--- config.mk ---
export PLATFORM = sky130hd
export DESIGN_NAME = avalon_burst_copier
export DESIGN_NICKNAME = d
export VERILOG_FILES = /design/src/rtl/avalon_burst_copier.sv
export SDC_FILE = /design/constraint.sdc
export NUM_CORES = 1
export LEC_CHECK = 0
export CAP_MARGIN = 5
export CORE_MARGIN = 5
export CORE_UTILIZATION = 50
export CTS_CLUSTER_DIAMETER = 60
export CTS_CLUSTER_SIZE = 28
export DETAILED_ROUTE_END_ITERATION = 8
export PLACE_DENSITY_LB_ADDON = 0.2
export SETUP_SLACK_MARGIN = 0.05
export SYNTH_ARGS = -nofsm -noshare
export SYNTH_HDL_FRONTEND = slang
export SYNTH_SLANG_ARGS = --single-unit
--- constraint.sdc ---
create_clock -name clk -period 4.1 [get_ports clk]
set_clock_uncertainty 0.2 [all_clocks]
set_input_delay 1.025 -clock clk [delete_from_list [all_inputs] [get_ports clk]]
set_output_delay 1.025 -clock clk [all_outputs]
set_load 0.005 [all_outputs]
--- src/rtl/avalon_burst_copier.sv ---
// Avalon-MM write master: copies NUM_WORDS samples from a synchronous source buffer
// to strided destination addresses, then writes a done/error status word.
module avalon_burst_copier #(
  parameter int unsigned             DATA_W     = 16,
  parameter int unsigned             ADDR_W     = 10,
  parameter int unsigned             SRC_AW     = 9,
  parameter int unsigned             NUM_WORDS  = 512,
  parameter int unsigned             DST_BASE   = 0,
  parameter int unsigned             DST_STRIDE = 1,
  parameter logic [ADDR_W-1:0]       STAT_ADDR  = 10'h2FF,
  parameter logic [DATA_W-1:0]       DONE_DATA  = 16'h0042,
  parameter logic [DATA_W-1:0]       ERR_DATA   = 16'h00EE
) (
  input  logic              clk,
  input  logic              rst,
  input  logic              start,
  output logic              src_re,
  output logic [SRC_AW-1:0] src_addr,
  input  logic [DATA_W-1:0] src_data,
  output logic              master_write,
  output logic [ADDR_W-1:0] master_address,
  output logic [DATA_W-1:0] master_write_data,
  input  logic              master_waitrequest,
  input  logic [1:0]        master_response,
  output logic              busy,
  output logic              done,
  output logic              err,
  output logic [SRC_AW:0]   words_done
);

  typedef enum logic [2:0] {IDLE, FETCH, LOAD, WRITE, STAT} state_t;

  localparam logic [SRC_AW-1:0] LAST_IDX = SRC_AW'(NUM_WORDS - 1);

  state_t              state_q, state_d;
  logic [SRC_AW-1:0]   idx_q, idx_d;
  logic                src_re_q, src_re_d;
  logic [SRC_AW-1:0]   src_addr_q, src_addr_d;
  logic                mwrite_q, mwrite_d;
  logic [ADDR_W-1:0]   maddr_q, maddr_d;
  logic [DATA_W-1:0]   mdata_q, mdata_d;
  logic                busy_q, busy_d;
  logic                done_q, done_d;
  logic                err_q, err_d;
  logic [SRC_AW:0]     words_done_q, words_done_d;

  logic                accept;
  logic [ADDR_W-1:0]   dst_addr;

  assign accept   = mwrite_q & ~master_waitrequest;
  // Truncation to ADDR_W gives the modulo-2**ADDR_W wrap for free.
  assign dst_addr = ADDR_W'(DST_BASE) + ADDR_W'(ADDR_W'(idx_q) * ADDR_W'(DST_STRIDE));

  always_comb begin
    state_d      = state_q;
    idx_d        = idx_q;
    maddr_d      = maddr_q;
    mdata_d      = mdata_q;
    err_d        = err_q;
    words_done_d = words_done_q;
    done_d       = 1'b0;
    case (state_q)
      IDLE: if (start) begin
        state_d      = FETCH;
        idx_d        = '0;
        words_done_d = '0;
        err_d        = 1'b0;
      end
      FETCH: state_d = LOAD;
      LOAD: begin
        state_d = WRITE;
        maddr_d = dst_addr;
        mdata_d = src_data;
      end
      WRITE: if (accept) begin
        if (master_response != 2'b00) begin
          err_d   = 1'b1;
          state_d = STAT;
        end else begin
          words_done_d = words_done_q + (SRC_AW+1)'(1);
          idx_d        = idx_q + SRC_AW'(1);
          state_d      = (idx_q == LAST_IDX) ? STAT : FETCH;
        end
      end
      STAT: if (accept) begin
        done_d  = 1'b1;
        state_d = IDLE;
      end
      default: state_d = IDLE;
    endcase
    if (state_d == STAT && state_q != STAT) begin
      maddr_d = STAT_ADDR;
      mdata_d = err_d ? ERR_DATA : DONE_DATA;
    end
    // Outputs are registered from the next state so they line up with it.
    mwrite_d   = (state_d == WRITE) || (state_d == STAT);
    src_re_d   = (state_d == FETCH);
    src_addr_d = idx_d;
    busy_d     = (state_d != IDLE);
  end

  always_ff @(posedge clk or posedge rst) begin
    if (rst) begin
      state_q      <= IDLE;
      idx_q        <= '0;
      src_re_q     <= 1'b0;
      src_addr_q   <= '0;
      mwrite_q     <= 1'b0;
      maddr_q      <= '0;
      mdata_q      <= '0;
      busy_q       <= 1'b0;
      done_q       <= 1'b0;
      err_q        <= 1'b0;
      words_done_q <= '0;
    end else begin
      state_q      <= state_d;
      idx_q        <= idx_d;
      src_re_q     <= src_re_d;
      src_addr_q   <= src_addr_d;
      mwrite_q     <= mwrite_d;
      maddr_q      <= maddr_d;
      mdata_q      <= mdata_d;
      busy_q       <= busy_d;
      done_q       <= done_d;
      err_q        <= err_d;
      words_done_q <= words_done_d;
    end
  end

  assign src_re            = src_re_q;
  assign src_addr          = src_addr_q;
  assign master_write      = mwrite_q;
  assign master_address    = maddr_q;
  assign master_write_data = mdata_q;
  assign busy              = busy_q;
  assign done              = done_q;
  assign err               = err_q;
  assign words_done        = words_done_q;

endmodule

# Yosys cells after proc, flatten, opt, wreduce, memory -nomap -nowiden
# Cells that the tools add are included.
[totals] ff_bits=53 out_inout_bits=50 inputBits=22
[classes] reduce_logical=8 addsub=2 n_eq_ne=12 muxes=25 n_bitwise=2
[ops] op="10-bit two-way mux" n=5
[ops] op="16-bit two-way mux" n=2
[ops] op="9-bit two-way mux" n=3
[ops] op="10-bit one-hot mux with 2 select lines" n=1
[ops] op="9-bit one-hot mux with 2 select lines" n=1
[ops] op="3-bit two-way mux" n=5
[ops] op="3-bit one-hot mux with 5 select lines" n=1
[ops] op="10-bit by 1-bit adder with 10-bit output, second input constant" n=1
[ops] op="9-bit by 1-bit adder with 9-bit output, second input constant" n=1
[ops] op="3-bit by 2-bit equality test with 1-bit output, second input constant" n=3
[ops] op="9-bit equality test, second input constant" n=1
[ops] op="8-bit two-way mux" n=1
[ops] op="3-bit by 1-bit equality test with 1-bit output, second input constant" n=2
[ops] op="3-bit equality test, second input constant" n=2
[ops] op="2-bit inequality test, second input constant" n=3
[ops] op="2-bit nonzero test" n=3
[ops] op="1-bit two-way mux" n=5
[ops] op="4-bit AND reduction" n=1
[ops] op="3-bit zero test" n=1
[ops] op="3-bit inequality test, second input constant" n=1
[ops] op="3-bit nonzero test" n=1
[ops] op="1-bit one-hot mux with 2 select lines" n=1
[ops] op="1-bit AND" n=1
[ops] op="1-bit logical AND" n=1
[ops] op="other kinds (2)" n=2

# Longest topological paths before layout
[logic_depth] depth_word=8 mapped_depth=8 ltp_nobuf=7

# Worst setup path after synthesis
# OpenSTA, ideal clock, no wires.
[synth_path] kind="input to register" startpoint="in master_waitrequest" endpoint="reg src_addr_q[3] (netlist: src_addr[3])" setup_time_ns=0.078 stages=5 t_required_ns=3.822 arrival_ns=2.134 n_path_buf=1 setup_slack_ns=1.688 cell_sequence="nor2b_1 > a31oi_2 > buf_2 > or3_1 > a21oi_1"
[synth_between] elab_chain_len=4
[synth_rtl] item="start: declaration" line_no="23" rtl="input logic master_waitrequest,"
[synth_rtl] item="1-bit inverter" line_no="50" rtl="assign accept = mwrite_q & ~master_waitrequest;"
[synth_rtl] item="1-bit AND" line_no="50"
[synth_rtl] item="2-bit inequality test (no line)"
[synth_rtl] item="4-bit AND reduction (no line)"
[synth_rtl] item="end signal: assignment" line_no="119" rtl="src_addr_q <= src_addr_d;"
[synth_rtl] item="end: declaration" line_no="38" rtl="logic [SRC_AW-1:0] src_addr_q, src_addr_d;"
# No other way between the ends.
# A chain may end at the register's enable or synchronous reset.

# Final worst setup path
[layout_path] startpoint="in master_waitrequest" endpoint="reg src_addr_q[4] (netlist: src_addr[4])"
# The elaborated chain is that of the path after synthesis.

==> impl_metrics.toml <==
[routing]
drcViolationCount = 0
vias = 2066
vias_per_cell = 5.30
drtIter0Drc = 124
wl_per_cell_microns = 14.2
drt_wl_total_microns = 5530
dr.pass1.iters = 4
ant_nets = 0

[floorplanning]
core_sq_um = 4720
fp.dieH_microns = 79.6
rows = 25
die_w_microns = 79.6
initial_utilization = 0.513
ios = 72
dieArea_sq_um = 6340

[finish]
fin_nets = 347
drive_above_1_share = 0.0433
final_cells = 390
area_delta_synth_final_pct = 34.2
antenna_cells = 0

[grt]
grt_pass1_vias = 1955
grt_use_total = 0.187
grt_pass1_wl_microns = 9230
grt_max_degree = 54
antenna_found_initial = 0
grt_overflow = 0

[yosys]
netlist_area_sq_um = 2420
yosysSeqAreaShare = 0.548
synth_nets = 282
ys_ff_latch = 53
syn_inst = 257
synth_edf_count = 0
async_flop_share = 1.00
syn_avg_cell_area_sq_um = 9.43
ys_types = 34
synth_area_leaders = "dfrtp_1 (55%), nand2_1 (9.6%), a21oi_1 (5.4%)"
ys.flop_type = "dfrtp_1"
synth_warnings = 0
synth_top_area_frac = 0.548
yosysTopAreaCell = "dfrtp_1"

[timing]
finalSetupViolCount = 0
fin_ws_ns = 1.04
tns_ns = 0
fmax_mhz = 327
tightest_slew_ns = 1.06
finalCriticalPeriod_ns = 3.06
finalHoldViolations = 0
relSlewSlack = 0.291
final.period_utilization = 0.746
drv_slew = 0
rsz0062_at_grt = "no"

[critical_path]
cp.arrival_ns = 3.10
crit_type = "in -> reg"
start_kind = "primary input"
path_delay_family = "buffers and inverters"
crit_path_max_incr_delay_ns = 0.47
crit_required_ns = 4.14
crit_fanout = 25
path_cells = "clkdlybuf4s50_1, nor2b_1, a31oi_2, buf_4, or3_1, a21oi_1"
worstSetupEndpointType = "flop"
cp.buffers_inverters = 2
rrSetupSlack_ns = 1.43
cp_slowest_cell = "a31oi_2"

[worst_hold_path]
hold_class = "reg -> reg"

[cts]
cts_hold_buf = 0
cts_buffers = 5
post-cts-setup-buffer-count = 0
cts_tree = "done"
path_clk_slew_ns = 0.10
numClockSinks = 53
insertion_delay_ns = 0.31
ctsResizeCount = 0
cts_root_buf = "clkbuf_8"
htreeDepth = 2
clk_path_buf_depth = 2

[power_and_ir_drop]
power.leakage_nw = 1.34
peakVddDrop_mv = 0.338
power_density_nw_per_um2 = 690

[run_status]
status = "completed"

[run]
cap_violations = 0

[place]
dp_slack_ns = 0.732
numPortBuffers = 71
dpl.cell_count = 382
dp_hpwl_microns = 3920
place_congestion = 0.776
-- state kept, by name, indices dropped and copies added, names as in the netlist --
signal / count
done: 1
master_address: 10
busy: 1
src_re: 1
words_done: 10
master_write_data: 16
err: 1
src_addr: 9
master_write: 1
state_q: 3
-- cell type report --
cell class / instances / area (sq um)
repair buffers: 74 / 733
fillers: 384 / 1470
well taps: 67 / 83.8
multi-input cells: 185 / 1010
flip-flops and latches: 53 / 1330
clock inverters: 3 / 22.5
clock buffers: 5 / 68.8
inverters: 3 / 11.3
-- metrics by stage --
step                      area [sq um]  hold slack, ns  utilization  power [mW]
after global routing              3250           0.321        0.688        2.43
after detailed placement          3160           0.267        0.669        1.97
after global placement            3160           0.263        0.669        1.95
final                             3250           0.286        0.688        2.24
after CTS                         3250           0.290        0.688        2.28
after floorplan                   2420           0.271            -        1.43
-- report_power, final --
part / switching (mW) / internal [mW]
sequential: 0.206 / 0.741
clock: 0.174 / 0.120
combinational: 0.442 / 0.561
total: 0.821 / 1.42
-- worst paths after layout --
check	start	end	depth (start not counted)
min reg2reg	master_address[9]$_DFFE_PP0P_	master_address[9]$_DFFE_PP0P_	2
min	master_address[9]$_DFFE_PP0P_	master_address[9]$_DFFE_PP0P_	2
max reg2reg	src_addr[0]$_DFFE_PP0P_	master_write_data[2]$_DFFE_PP0P_	6
max	master_waitrequest	src_addr[4]$_DFFE_PP0P_	6
max in group asynchronous	rst	master_write_data[14]$_DFFE_PP0P_	2
min in group asynchronous	rst	master_write_data[6]$_DFFE_PP0P_	2
-- tightest hold or removal path, cell delays in order, from the launching register on --
cell     delay, ns
dfrtp_1       0.35
nand2_1       0.05
nand2_1       0.06
-- placed cells by master (no fill, tap or decap), drive strengths merged, types with 3 or more instances in the layout --
| cell type | n |
|---|---|
| nand2 | 62 |
| nand4 | 3 |
| dfrtp | 53 |
| buf | 3 |
| a21oi | 26 |
| or4 | 4 |
| o31ai | 4 |
| nor2 | 5 |
| and3 | 3 |
| and4 | 4 |
| nor3 | 3 |
| nand3 | 17 |
| o32a | 4 |
| ha | 3 |
| or3 | 11 |
| o21ai | 15 |
| clkinvlp | 3 |
| o21a | 6 |
| inv | 3 |
| clkdlybuf4s50 | 71 |
| clkbuf | 5 |
-- metal layers --
metal  wire length [microns]  part of all wire  track usage  vias up
li1                        -                 -            -     1038
met1                    2370              0.43        0.238      961
met2                    2630              0.48        0.290       60
met3                     455             0.082       0.0700        7
met4                      80             0.014       0.0670        0
met5                       0                 0            0        -
-- cells in the mapped netlist (2+ instances only) --
master	instances
nand2_1	62
dfrtp_1	53
a21oi_1	26
nand3_1	17
o21ai_1	14
or3_1	11
clkbuf_1	8
buf_2	6
o21a_1	6
nor2_1	5
and4_1	4
o31ai_1	4
o32a_1	4
or4_1	4
and3_1	3
ha_1	3
inv_1	3
nand4_1	3
nor3_1	3
nand2b_1	2
nand3b_1	2
nor2b_1	2
-- cell families after synthesis --
group | after synthesis | synth area share
AOI/OAI and AO/OA | 59 | 0.146
adders and majority gates | 3 | 0.0155
buffers and inverters | 19 | 0.0372
DFF | 53 | 0.548
and+or+nand+nor | 123 | 0.254
Note: power is estimated with default switching activity, not from simulation.
